--- config.mk ---
export PLATFORM = sky130hd
export DESIGN_NAME = rl_pair_scheduler_flat
export DESIGN_NICKNAME = d
export VERILOG_FILES = /design/src/rtl/rl_pair_scheduler_if.sv /design/src/rtl/rl_pair_scheduler.sv /design/src/flat_wrapper.sv
export SDC_FILE = /design/constraint.sdc
export NUM_CORES = 1
export LEC_CHECK = 0
export BUFFER_PORTS_ARGS = -buffer_cell sky130_fd_sc_hd__buf_4
export CAP_MARGIN = 20
export CORE_ASPECT_RATIO = 2
export CORE_UTILIZATION = 53
export DETAILED_ROUTE_END_ITERATION = 16
export PLACE_DENSITY_LB_ADDON = 0.05
export SYNTH_ARGS = -nofsm -noshare
export SYNTH_HDL_FRONTEND = slang
export SYNTH_SLANG_ARGS = --single-unit
--- constraint.sdc ---
create_clock -name clk -period 3.2 [get_ports clk]
set_input_delay 0.48 -clock clk [delete_from_list [all_inputs] [get_ports clk]]
set_output_delay 0.48 -clock clk [all_outputs]
set_load 0.03 [all_outputs]
--- src/rtl/rl_pair_scheduler_if.sv ---
// Bundle of start/stall/force-return inputs and address/strobe/status outputs of rl_pair_scheduler.
// Optional watchdog_err exists only when RL_SCHED_WATCHDOG_EN is defined.
interface rl_pair_scheduler_if #(
  parameter int REF_RAM_ADDR_WIDTH      = 7,
  parameter int NEIGHBOR_RAM_ADDR_WIDTH = 7,
  parameter int OUTSTANDING_WIDTH       = 6
);
  logic                               start;
  logic                               stall;
  logic                               force_valid_in;
  logic [REF_RAM_ADDR_WIDTH-1:0]      home_rdaddr;
  logic [NEIGHBOR_RAM_ADDR_WIDTH-1:0] neighbor_rdaddr;
  logic                               rden;
  logic                               r2_enable;
  logic                               home_last;
  logic                               busy;
  logic                               done;
  logic [1:0]                         state_dbg;
  logic [OUTSTANDING_WIDTH-1:0]       outstanding_dbg;
`ifdef RL_SCHED_WATCHDOG_EN
  logic                               watchdog_err;

  modport master (
    output start, stall, force_valid_in,
    input  home_rdaddr, neighbor_rdaddr, rden, r2_enable, home_last, busy, done,
    input  state_dbg, outstanding_dbg, watchdog_err
  );
  modport slave (
    input  start, stall, force_valid_in,
    output home_rdaddr, neighbor_rdaddr, rden, r2_enable, home_last, busy, done,
    output state_dbg, outstanding_dbg, watchdog_err
  );
`else
  modport master (
    output start, stall, force_valid_in,
    input  home_rdaddr, neighbor_rdaddr, rden, r2_enable, home_last, busy, done,
    input  state_dbg, outstanding_dbg
  );
  modport slave (
    input  start, stall, force_valid_in,
    output home_rdaddr, neighbor_rdaddr, rden, r2_enable, home_last, busy, done,
    output state_dbg, outstanding_dbg
  );
`endif
endinterface

--- src/rtl/rl_pair_scheduler.sv ---
// Pair issue sequencer for one range-limited LJ force tile: home-major address walk, in-flight count, drain and done.
// Optional DRAIN watchdog enabled by defining RL_SCHED_WATCHDOG_EN.
module rl_pair_scheduler #(
  parameter int REF_PARTICLE_NUM        = 100,
  parameter int REF_RAM_ADDR_WIDTH      = 7,
  parameter int NEIGHBOR_PARTICLE_NUM   = 100,
  parameter int NEIGHBOR_RAM_ADDR_WIDTH = 7,
  parameter int PIPE_LATENCY            = 31,
  parameter int OUTSTANDING_WIDTH       = 6
) (
  input logic                clk,
  input logic                rst,
  rl_pair_scheduler_if.slave bus
);
  typedef enum logic [1:0] {
    S_IDLE  = 2'd0,
    S_ISSUE = 2'd1,
    S_DRAIN = 2'd2,
    S_DONE  = 2'd3
  } state_t;

  localparam logic [REF_RAM_ADDR_WIDTH-1:0] HOME_MAX =
    REF_RAM_ADDR_WIDTH'(REF_PARTICLE_NUM - 1);
  localparam logic [NEIGHBOR_RAM_ADDR_WIDTH-1:0] NBR_MAX =
    NEIGHBOR_RAM_ADDR_WIDTH'(NEIGHBOR_PARTICLE_NUM - 1);

  if (OUTSTANDING_WIDTH < $clog2(PIPE_LATENCY + 3)) begin : g_width_check
    $error("OUTSTANDING_WIDTH too small to hold PIPE_LATENCY+2");
  end

  state_t                             state_q;
  logic [REF_RAM_ADDR_WIDTH-1:0]      home_q;
  logic [NEIGHBOR_RAM_ADDR_WIDTH-1:0] nbr_q;
  logic [OUTSTANDING_WIDTH-1:0]       outst_q;
  logic [OUTSTANDING_WIDTH-1:0]       outst_d;
  logic                               r2_enable_q;
  logic                               home_last_q;
  logic                               rden;
  logic                               nbr_wrap;
  logic                               pair_last;
  logic                               fv_take;

  // Handshake: rden is the issue strobe and ~stall is its ready; a pair is
  // transferred (addresses advance, outstanding counts it) on every edge where
  // state is ISSUE and stall is low. force_valid_in is a ready-less pulse.
  assign rden      = (state_q == S_ISSUE) && !bus.stall;
  assign nbr_wrap  = (nbr_q == NBR_MAX);
  assign pair_last = nbr_wrap && (home_q == HOME_MAX);
  assign fv_take   = bus.force_valid_in && (outst_q != '0);

  always_comb begin
    outst_d = outst_q;
    if (rden && !fv_take) begin
      outst_d = outst_q + 1'b1;
    end else if (!rden && fv_take) begin
      outst_d = outst_q - 1'b1;
    end
  end

`ifdef RL_SCHED_WATCHDOG_EN
  localparam int WD_WIDTH = $clog2(2 * PIPE_LATENCY + 1);
  // The cycle carrying the last pulse counts as the first cycle of the window,
  // so done lands 2*PIPE_LATENCY cycles after the last received pulse.
  localparam logic [WD_WIDTH-1:0] WD_FIRE = WD_WIDTH'(2 * PIPE_LATENCY - 2);

  logic [WD_WIDTH-1:0] wd_q;
  logic                wd_err_q;
  logic                wd_fire;

  assign wd_fire          = (state_q == S_DRAIN) && !bus.force_valid_in && (wd_q == WD_FIRE);
  assign bus.watchdog_err = wd_err_q;
`endif

  always_ff @(posedge clk or posedge rst) begin
    if (rst) begin
      state_q     <= S_IDLE;
      home_q      <= '0;
      nbr_q       <= '0;
      outst_q     <= '0;
      r2_enable_q <= 1'b0;
      home_last_q <= 1'b0;
`ifdef RL_SCHED_WATCHDOG_EN
      wd_q        <= '0;
      wd_err_q    <= 1'b0;
`endif
    end else begin
      r2_enable_q <= rden;
      home_last_q <= rden && nbr_wrap;
      outst_q     <= outst_d;
`ifdef RL_SCHED_WATCHDOG_EN
      if (state_q == S_DRAIN) begin
        wd_q <= bus.force_valid_in ? '0 : wd_q + 1'b1;
      end else begin
        wd_q <= '0;
      end
`endif
      case (state_q)
        S_IDLE: begin
          if (bus.start) begin
            state_q <= S_ISSUE;
`ifdef RL_SCHED_WATCHDOG_EN
            wd_err_q <= 1'b0;
`endif
          end
        end
        S_ISSUE: begin
          if (rden) begin
            if (nbr_wrap) begin
              nbr_q  <= '0;
              home_q <= pair_last ? '0 : home_q + 1'b1;
            end else begin
              nbr_q <= nbr_q + 1'b1;
            end
            if (pair_last) begin
              state_q <= S_DRAIN;
            end
          end
        end
        S_DRAIN: begin
          if (outst_d == '0) begin
            state_q <= S_DONE;
          end
`ifdef RL_SCHED_WATCHDOG_EN
          else if (wd_fire) begin
            state_q  <= S_DONE;
            wd_err_q <= 1'b1;
            outst_q  <= '0;
          end
`endif
        end
        S_DONE:  state_q <= S_IDLE;
        default: state_q <= S_IDLE;
      endcase
    end
  end

  assign bus.home_rdaddr     = home_q;
  assign bus.neighbor_rdaddr = nbr_q;
  assign bus.rden            = rden;
  assign bus.r2_enable       = r2_enable_q;
  assign bus.home_last       = home_last_q;
  assign bus.busy            = (state_q != S_IDLE);
  assign bus.done            = (state_q == S_DONE);
  assign bus.state_dbg       = state_q;
  assign bus.outstanding_dbg = outst_q;
endmodule

--- src/flat_wrapper.sv ---
// flat-port wrapper written by rule: the top's interface ports become plain ports
module rl_pair_scheduler_flat 
#(
  parameter int REF_PARTICLE_NUM        = 100,
  parameter int REF_RAM_ADDR_WIDTH      = 7,
  parameter int NEIGHBOR_PARTICLE_NUM   = 100,
  parameter int NEIGHBOR_RAM_ADDR_WIDTH = 7,
  parameter int PIPE_LATENCY            = 31,
  parameter int OUTSTANDING_WIDTH       = 6
)
  (clk, rst, bus_start, bus_stall, bus_force_valid_in, bus_home_rdaddr, bus_neighbor_rdaddr, bus_rden, bus_r2_enable, bus_home_last, bus_busy, bus_done, bus_state_dbg, bus_outstanding_dbg);
  rl_pair_scheduler_if #(.REF_RAM_ADDR_WIDTH(REF_RAM_ADDR_WIDTH), .NEIGHBOR_RAM_ADDR_WIDTH(NEIGHBOR_RAM_ADDR_WIDTH), .OUTSTANDING_WIDTH(OUTSTANDING_WIDTH)) bus_i ();
  input logic clk;
  input logic rst;
  input wire logic [$bits(bus_i.start)-1:0] bus_start;
  input wire logic [$bits(bus_i.stall)-1:0] bus_stall;
  input wire logic [$bits(bus_i.force_valid_in)-1:0] bus_force_valid_in;
  output wire logic [$bits(bus_i.home_rdaddr)-1:0] bus_home_rdaddr;
  output wire logic [$bits(bus_i.neighbor_rdaddr)-1:0] bus_neighbor_rdaddr;
  output wire logic [$bits(bus_i.rden)-1:0] bus_rden;
  output wire logic [$bits(bus_i.r2_enable)-1:0] bus_r2_enable;
  output wire logic [$bits(bus_i.home_last)-1:0] bus_home_last;
  output wire logic [$bits(bus_i.busy)-1:0] bus_busy;
  output wire logic [$bits(bus_i.done)-1:0] bus_done;
  output wire logic [$bits(bus_i.state_dbg)-1:0] bus_state_dbg;
  output wire logic [$bits(bus_i.outstanding_dbg)-1:0] bus_outstanding_dbg;
  assign bus_i.start = bus_start;
  assign bus_i.stall = bus_stall;
  assign bus_i.force_valid_in = bus_force_valid_in;
  assign bus_home_rdaddr = bus_i.home_rdaddr;
  assign bus_neighbor_rdaddr = bus_i.neighbor_rdaddr;
  assign bus_rden = bus_i.rden;
  assign bus_r2_enable = bus_i.r2_enable;
  assign bus_home_last = bus_i.home_last;
  assign bus_busy = bus_i.busy;
  assign bus_done = bus_i.done;
  assign bus_state_dbg = bus_i.state_dbg;
  assign bus_outstanding_dbg = bus_i.outstanding_dbg;
  rl_pair_scheduler #(.REF_PARTICLE_NUM(REF_PARTICLE_NUM), .REF_RAM_ADDR_WIDTH(REF_RAM_ADDR_WIDTH), .NEIGHBOR_PARTICLE_NUM(NEIGHBOR_PARTICLE_NUM), .NEIGHBOR_RAM_ADDR_WIDTH(NEIGHBOR_RAM_ADDR_WIDTH), .PIPE_LATENCY(PIPE_LATENCY), .OUTSTANDING_WIDTH(OUTSTANDING_WIDTH)) u_core (.clk(clk), .rst(rst), .bus(bus_i));
endmodule
# Yosys cells after proc, flatten, opt, wreduce, memory -nomap -nowiden
# Cells that the tools add are included.
# W data, S select, Z words.
# totals
output_inout_bits	27
regBits	24
in_bits	5
# op_classes
muxes	9
n_eq_ne	9
reduce_logical	16
n_addsub	4
# ops
op	count
$add A7 B1 Y7 const B	2
$eq A7 B7 Y1 const B	2
$mux W7	2
$mux W6	2
$mux W2	4
$pmux W2 S4	1
$add A6 B1 Y6 const B	1
$logic_and A1 B1 Y1	6
$logic_not A6 Y1	1
$ne A2 B1 Y1 const B	3
$reduce_bool A6 Y1	1
$sub A6 B1 Y6 const B	1
$eq A2 B2 Y1 const B	2
$reduce_and A4 Y1	1
$logic_not A1 Y1	3
$reduce_and A3 Y1	1
$eq A2 B1 Y1 const B	1
$logic_not A2 Y1	1
$ne A2 B2 Y1 const B	1
$reduce_and A2 Y1	1
$reduce_bool A2 Y1	1

# Depth between registers and ports, before layout
# Gate-level depths: netlist of run 1.
# depth
ltp_word	9
mapped_depth	9

# Worst setup path before layout of run 1
# No wires, ideal clock.
# synth_timing
path_type	register to register
start	register u_core.outst_q[0] (netlist: u_core.bus.outstanding_dbg[0])
end	register u_core.state_q[1] (netlist: u_core.bus.state_dbg[1])
setup_ps	125
slack_ps	602
arrival_time_ps	2473
n_path_buf	0
synth_period_minus_slack_ps	2598
path_stages_with_launch	9
cell_sequence	dfrtp_1 > inv_1 > ha_1 > or4b_4 > o21ai_4 > mux2i_1 > xnor2_2 > a41oi_1 > mux2_4
# synth_via
elab_chain_len	8
word_cells_on_any_way	12
cone_classes	add/sub: 2; eq/ne: 1; mux: 2; reduce/logical: 7
# synth_rtl
item	line_no	rtl
start: declaration	rl_pair_scheduler.sv:34	logic [OUTSTANDING_WIDTH-1:0] outst_q;
start signal: assignment	rl_pair_scheduler.sv:89	outst_q <= outst_d;
branches (longest 4 deep; another with $sub A6 B1 Y6)	-	
$mux W6 *	rl_pair_scheduler.sv:53	if (rden && !fv_take) begin
$logic_not A6 Y1 *	rl_pair_scheduler.sv:120	if (outst_d == '0) begin
$ne A2 B1 Y1 (no source line) *	-	
$reduce_and A4 Y1 (no source line) *	-	
end signal: assignment	rl_pair_scheduler.sv:121	state_q <= S_DONE;
end signal: assignment	rl_pair_scheduler.sv:131	S_DONE: state_q <= S_IDLE;
end signal: assignment	rl_pair_scheduler.sv:132	default: state_q <= S_IDLE;
end: declaration	rl_pair_scheduler.sv:31	state_t state_q;
# Mark *: on every way between the ends.
# A chain may end at the register's enable or synchronous reset.

# Worst setup path in the final report of run 1
# Same ends and word-level chain as after synthesis.

==> results of run 1 <==
## stage by stage
stage               setup slack [ns]  cells
finish                        0.4127    204
global route                  0.2876    204
CTS                           0.4228    204
detailed placement            0.4431    201
global placement              0.4845    201
floorplan                     0.6021    143
## sequential cells by signal, summed over array words and instances (netlist names)
name / flops
u_core.bus.state_dbg: 2
u_core.bus.home_rdaddr: 7
u_core.bus.home_last: 1
u_core.bus.r2_enable: 1
u_core.bus.outstanding_dbg: 6
u_core.bus.neighbor_rdaddr: 7
## per-layer routing
| layer | vias to the layer above | wire [um] | track usage, % |
|---|---|---|---|
| met3 | 15 | 94 | 2.041 |
| met5 | - | 0 | 0 |
| met1 | 591 | 1241 | 24.81 |
| li1 | 575 | - | - |
| met2 | 39 | 1769 | 45.74 |
| met4 | 0 | 135 | 13.41 |
## report_power, final
group | total (mW) | internal [mW] | switching, mW
combinational | 0.801 | 0.334 | 0.467
clock | 0.171 | 0.0839 | 0.0874
sequential | 0.514 | 0.380 | 0.135
total | 1.49 | 0.797 | 0.690
## synth_stat cells, types with 2 or more instances
| master | count |
|---|---|
| xnor2_1 | 5 |
| a21o_1 | 4 |
| and2_1 | 2 |
| a21oi_1 | 2 |
| nand3_1 | 8 |
| a41oi_1 | 3 |
| nand2_1 | 15 |
| a31oi_1 | 4 |
| o21ai_0 | 5 |
| nor3b_1 | 2 |
| mux2i_1 | 3 |
| inv_1 | 11 |
| ha_1 | 10 |
| nand4_1 | 4 |
| dfrtp_1 | 24 |
| nor3_1 | 3 |
| nor2_1 | 7 |
| xor2_1 | 3 |
| nor4b_1 | 2 |
## cell type report
cell class	instances	area (um^2)	area share (%)
multi-input cells	105	782.0	44.80
flip-flops and latches	24	600.6	34.41
repair buffers	32	240.2	13.76
inverters	12	46.29	2.652
clock buffers	3	41.29	2.366
well taps	28	35.03	2.007
## kinds of logic (layout without fill, tap and decap cells)
logic type | after synthesis | in the layout | synth area share (%)
AO/OA/AOI/OAI | 28 | 28 | 15.34
XOR/XNOR | 9 | 9 | 5.980
adder cells (fa/ha/maj) | 10 | 10 | 8.666
buffers and inverters | 14 | 47 | 4.245
flip-flops | 24 | 24 | 41.59
multiplexers | 5 | 5 | 3.899
AND/OR/NAND/NOR | 53 | 53 | 20.28
## worst min-delay path by stage
stage                                                     end                                   from  slack, ns
floorplan                      u_core.bus.home_last$_DFF_PP0_                                    rst       0.49
global placement        u_core.bus.home_rdaddr[6]$_DFFE_PP0P_  u_core.bus.home_rdaddr[6]$_DFFE_PP0P_       0.50
detailed placement      u_core.bus.home_rdaddr[6]$_DFFE_PP0P_  u_core.bus.home_rdaddr[6]$_DFFE_PP0P_       0.50
CTS                     u_core.bus.home_rdaddr[0]$_DFFE_PP0P_                                    rst       0.46
global route        u_core.bus.neighbor_rdaddr[6]$_DFFE_PP0P_                                    rst       0.50
finish                  u_core.bus.home_rdaddr[5]$_DFFE_PP0P_                                    rst       0.43
==> impl_metrics.toml, run 1 <==
[run_status]
outcome = "complete, no violations"

[grt]
gr-total-overflow = 0
largest_net_degree_at_the_start_of_global_routing = 25
global_route.usage.total_pct = 24.42
grt_pass1_vias = 1223
first_pass_grt_wire_length_mm = 5.154
grt_antenna_before_repair = 0

[sta]
finalSetupViolations = 0
skew_ns = 0.002780
rsz0062_at_grt = "false"
summed_negative_setup_slack_over_all_endpoints_ns = 0
slew_violations = 0
max_slew_margin_pct = 38.44
timing.hold.ws_ns = 0.4280
report.final.hold_viol_count = 0
max_freq_ghz = 0.3588
layout_min_cycle_time_ns = 2.787
final_min_period_over_clock_period_pct = 87.10
max_slew.worst_pin.slew_ns = 0.9224

[cells_and_area]
final_cell_area_um2 = 1745
drive_gt1_share_pct = 26.70
layout.cells.most_common = "buf_4"
insertedDiodeCount = 0
filler_cell_count = 217
finalNetCount = 193
top_library_cells_by_usage_in_the_layout_fill_and_taps_aside = "buf_4, dfrtp_1, nand2_1, inv_1, ha_1"
flow.area_growth_from_synthesis_pct = 20.88
postLayoutCoreUtil_pct = 67.92

[placement]
place.gp.congestion = 0.8084
detailedPlacementHpwl_mm = 2.531
place.port_buffers = 31
place_area_um2 = 1704

[clock_network]
clock_tree.buffer_depth = 2
clock_insertion_delay_worst_skew_ns = 0.26
cts.hold.buffers_added = 0
clockRootBuffer = "clkbuf_8"
count_of_cells_resized_by_post_cts_repair = 0
clock_sink_count = 24
cts.repair_timing.setup_buffer_count = 0
clock_tree_from_tritoncts = "built"
cts_inserted_buffers = 3
htree_levels = 1
clkSlewWorstSetupHoldPaths_ns = 0.08

[worst_setup_path]
path_cells = "inv_1 -> ha_1 -> or4b_4 -> o21ai_4 -> mux2_1 -> a21oi_1 -> a41oi_1 -> mux2_4"
start_kind = "flop"
timing.critical_path.fanout_max = 9
critical_path.endpoint_type = "flop"
cpLargestDelayFamily = "multiplexers"
worstSetupPathType = "reg2reg"
worstSetupPathDepth = 8
critical-path-slowest-cell = "or4b_4"
cp_data_arrival_time_ns = 2.94
timing.critical_path.to = "u_core.bus.state_dbg[1]$_DFFE_PP0P_"
reg2reg_setup_slack_ns = 0.41
crit_required_ns = 3.35
setup.worst_path.start = "u_core.bus.outstanding_dbg[0]$_DFF_PP0_"
path_buf_inv = 1
r2r-start = "u_core.bus.outstanding_dbg[0]$_DFF_PP0_"
critical_path.max_stage_delay_ns = 0.50
regToRegEndpoint = "u_core.bus.state_dbg[1]$_DFFE_PP0P_"
ff2ff_path_depth = 8

[routing]
via_count = 1220
ant_nets = 0
detail_route.first_pass.iterations = 4
avg_vias_per_cell = 5.980
wl_mm = 3.241
detail_route.wl_per_cell_um = 15.89
route.detailed.drc = 0
number_of_violations_reported_at_the_end_of_detailed_routing_iteration_0 = 29

[synth]
synthArstFlopShare_pct = 100.0
syn_area_um2 = 1444
postSynthNetCount = 158
yosys.cell_types.count = 45
synth.top_cell.area_share_pct = 41.59
synth.yosys.seq_area_share_pct = 41.59
postSynthCellCount = 143
postSynth.topFlopCell = "dfrtp_1"
synth-seq-cells = 24
synthesis.area_per_instance_um2 = 10.10
biggest_area_contributors_in_the_synthesized_netlist = "dfrtp_1, ha_1, nand2_1"
synth_enable_flop_cells = 0
yosys.area.top_type = "dfrtp_1"
ys_warn_count = 0

[floorplanning]
core_area_um2 = 2570
die-area_um2 = 2950
dieWidth_um = 38.91
start_util_pct = 56.18
chipHeight_um = 75.82
num_io_pins = 32
num_rows = 26

[job]
cap_violations = 0

[power]
power.total_mw = 1.487
vdd_ir_drop_max_mv = 0.5006
cellLeakagePower_nw = 0.8696
power-per-cell-area_nw_per_um2 = 851.8

[min_path]
worstHoldPathType = "in2async"
Power figures use the tool's default switching activity.
==> run 2, diff against run 1 <==
Settings changed: ABC_AREA from default to 1, CORE_UTILIZATION 53 to 49.
Clock period 3.2 ns to 2.5 ns, I/O delays scaled along.
==> run 2 against run 1 <==
Routed wire length fell by 2.0%. Setup slack gained 0.071 ns. Clock power rose by 32%. Combinational power up 54%. Sequential power up 27%. Cell count grew 22%. Via count increased by 7.9%. Worst hold slack got worse by 0.11 ns. Critical path depth is 3 higher. Synthesized cell count grew 30%. Power rose by 42%. Highest routed layer unchanged.
==> impl_metrics.toml, run 2 <==
[clock_network]
clock_sink_count = 24
clock_tree.buffer_depth = 2
clock_tree_from_tritoncts = "built"
cts.repair_timing.setup_buffer_count = 0
cts_inserted_buffers = 3
htree_levels = 1
clockRootBuffer = "clkbuf_8"
clock_insertion_delay_worst_skew_ns = 0.26
count_of_cells_resized_by_post_cts_repair = 0
cts.hold.buffers_added = 0
clkSlewWorstSetupHoldPaths_ns = 0.08

[sta]
max_freq_ghz = 0.4960
rsz0062_at_grt = "false"
post-route-worst-setup-slack_ns = 0.4837
summed_negative_setup_slack_over_all_endpoints_ns = 0
skew_ns = 0.003946
max_slew.worst_pin.slew_ns = 0.9369
final_min_period_over_clock_period_pct = 80.65
max_slew_margin_pct = 37.47
finalSetupViolations = 0
report.final.hold_viol_count = 0
slew_violations = 0
layout_min_cycle_time_ns = 2.016

[worst_setup_path]
path_cells = "inv_1 -> ha_1 -> nand2_4 -> inv_2 -> nand4_4 -> nor3_4 -> inv_2 -> nor3_2 -> nand3_1 -> nand2_1 -> nor2_2"
start_kind = "flop"
reg2reg_setup_slack_ns = 0.48
critical_path.endpoint_type = "flop"
critical-path-slowest-cell = "dfrtp_1"
worstSetupPathType = "reg2reg"
cpLargestDelayFamily = "simple AND/OR/NAND/NOR gates"
cp_data_arrival_time_ns = 2.17
timing.critical_path.fanout_max = 12
ff2ff_path_depth = 11
path_buf_inv = 3
r2r-start = "u_core.bus.state_dbg[1]$_DFFE_PP0P_"
crit_required_ns = 2.65
regToRegEndpoint = "u_core.bus.home_rdaddr[6]$_DFFE_PP0P_"
timing.critical_path.mode_cell = "inv_2"
critical_path.max_stage_delay_ns = 0.42

[routing]
avg_vias_per_cell = 5.306
wl_mm = 3.176
detail_route.wl_per_cell_um = 12.81
detail_route.first_pass.iterations = 4
number_of_violations_reported_at_the_end_of_detailed_routing_iteration_0 = 32
ant_nets = 0
route.detailed.drc = 0
via_count = 1316

[synth]
yosys.area.top_type = "dfrtp_1"
synthesis.area_per_instance_um2 = 8.510
postSynthCellCount = 186
synth.top_cells.by_count = "nand2_1, dfrtp_1, inv_1"
post-synth-top-count-cell = "nand2_1"
postSynth.topFlopCell = "dfrtp_1"
synthArstFlopShare_pct = 100.0
postSynthNetCount = 201
biggest_area_contributors_in_the_synthesized_netlist = "dfrtp_1, nand2_1, ha_1"
synth.yosys.seq_area_share_pct = 37.94
synth-seq-cells = 24
syn_area_um2 = 1583
synth.top_cell.area_share_pct = 37.94
synth_enable_flop_cells = 0
ys_warn_count = 0
yosys.cell_types.count = 29

[floorplanning]
core_area_um2 = 3013
die-area_um2 = 3475
num_io_pins = 32
dieWidth_um = 42.19
chipHeight_um = 82.38
start_util_pct = 52.53
num_rows = 28

[placement]
detailedPlacementHpwl_mm = 2.529
worst_slack_at_placement_ns = 0.4897
place.gp.congestion = 0.8644
place.port_buffers = 31

[grt]
first_pass_grt_wire_length_mm = 5.464
largest_net_degree_at_the_start_of_global_routing = 25
global_route.usage.total_pct = 20.43
gr-total-overflow = 0
grt_antenna_before_repair = 0
grt_pass1_vias = 1295

[cells_and_area]
layout.cells.most_common = "nand2_1"
insertedDiodeCount = 0
flow.area_growth_from_synthesis_pct = 18.26
filler_cell_count = 279
finalNetCount = 235
drive_gt1_share_pct = 29.36
top_library_cells_by_usage_in_the_layout_fill_and_taps_aside = "nand2_1, buf_4, inv_1, dfrtp_1, nand3_1"

[power]
vdd_ir_drop_max_mv = 0.8070
cellLeakagePower_nw = 0.9900
power-per-cell-area_nw_per_um2 = 1125

[job]
cap_violations = 0

[min_path]
worstHoldPathType = "in2async"

[run_status]
outcome = "complete, no violations"
==> run 2: changes by cell type after synthesis, moves of 4 or more <==
cell / change
nand2_1: +21
inv_1: +13
nand3_1: +9
nand2_2: +7
nor2_1: +5
xnor2_1: -5
a21o_1: -4
a21oi_1: +4
a31oi_1: -4
==> run 2: worst max-delay path by stage <==
stage | start | to | slack (ns) | cells past startpoint
final | u_core.bus.state_dbg[1]$_DFFE_PP0P_ | u_core.bus.home_rdaddr[6]$_DFFE_PP0P_ | 0.48 | 11
after global placement | u_core.bus.state_dbg[1]$_DFFE_PP0P_ | u_core.bus.home_rdaddr[6]$_DFFE_PP0P_ | 0.56 | 11
after detailed placement | u_core.bus.state_dbg[1]$_DFFE_PP0P_ | u_core.bus.home_rdaddr[6]$_DFFE_PP0P_ | 0.49 | 11
after floorplan | u_core.bus.state_dbg[1]$_DFFE_PP0P_ | u_core.bus.state_dbg[0]$_DFFE_PP0P_ | 0.44 | 14
after CTS | u_core.bus.state_dbg[1]$_DFFE_PP0P_ | u_core.bus.home_rdaddr[6]$_DFFE_PP0P_ | 0.46 | 11
after global routing | u_core.bus.state_dbg[1]$_DFFE_PP0P_ | u_core.bus.home_rdaddr[6]$_DFFE_PP0P_ | 0.29 | 12
==> run 2: kinds of logic after synthesis <==
| group | after synthesis | synth area share, % |
|---|---|---|
| compound gates | 12 | 4.032 |
| xor+xnor | 7 | 4.348 |
| fa+ha+maj | 10 | 7.905 |
| buf+inv | 29 | 7.826 |
| flops | 24 | 37.94 |
| simple gates | 104 | 37.94 |
==> run 2: cell type report <==
class	instances	area, um^2	share of cell area [%]
tap	30	37.54	2.005
sequential	24	600.6	32.09
timing repair buffer	31	232.7	12.43
multi-input combinational	133	858.3	45.86
inverter	27	101.3	5.414
clock buffer	3	41.29	2.206
==> run 2: metal layers <==
metal | share of wire, % | GRT usage (%)
met2 | 58 | 39.08
met5 | 0 | 0
met4 | 1.9 | 9.375
met3 | 2.2 | 2.826
met1 | 38 | 21.47
==> run 2: power breakdown <==
group / internal [mW] / switching (mW) / leakage, nW
sequential: 0.496 / 0.159 / 0.297
combinational: 0.455 / 0.771 / 0.672
clock: 0.108 / 0.118 / 0.0216
==> run 2: through the flow <==
stage	cell area [um^2]	hold WS [ns]	power [mW]	util (%)	instances
after floorplan	1583	0.3896	1.578	-	186
after global placement	1831	0.5253	1.875	60.76	245
after detailed placement	1831	0.5405	1.898	60.76	245
after CTS	1872	0.3513	2.132	62.13	248
after global routing	1872	0.3867	2.279	62.13	248
final	1872	0.3192	2.106	62.13	248
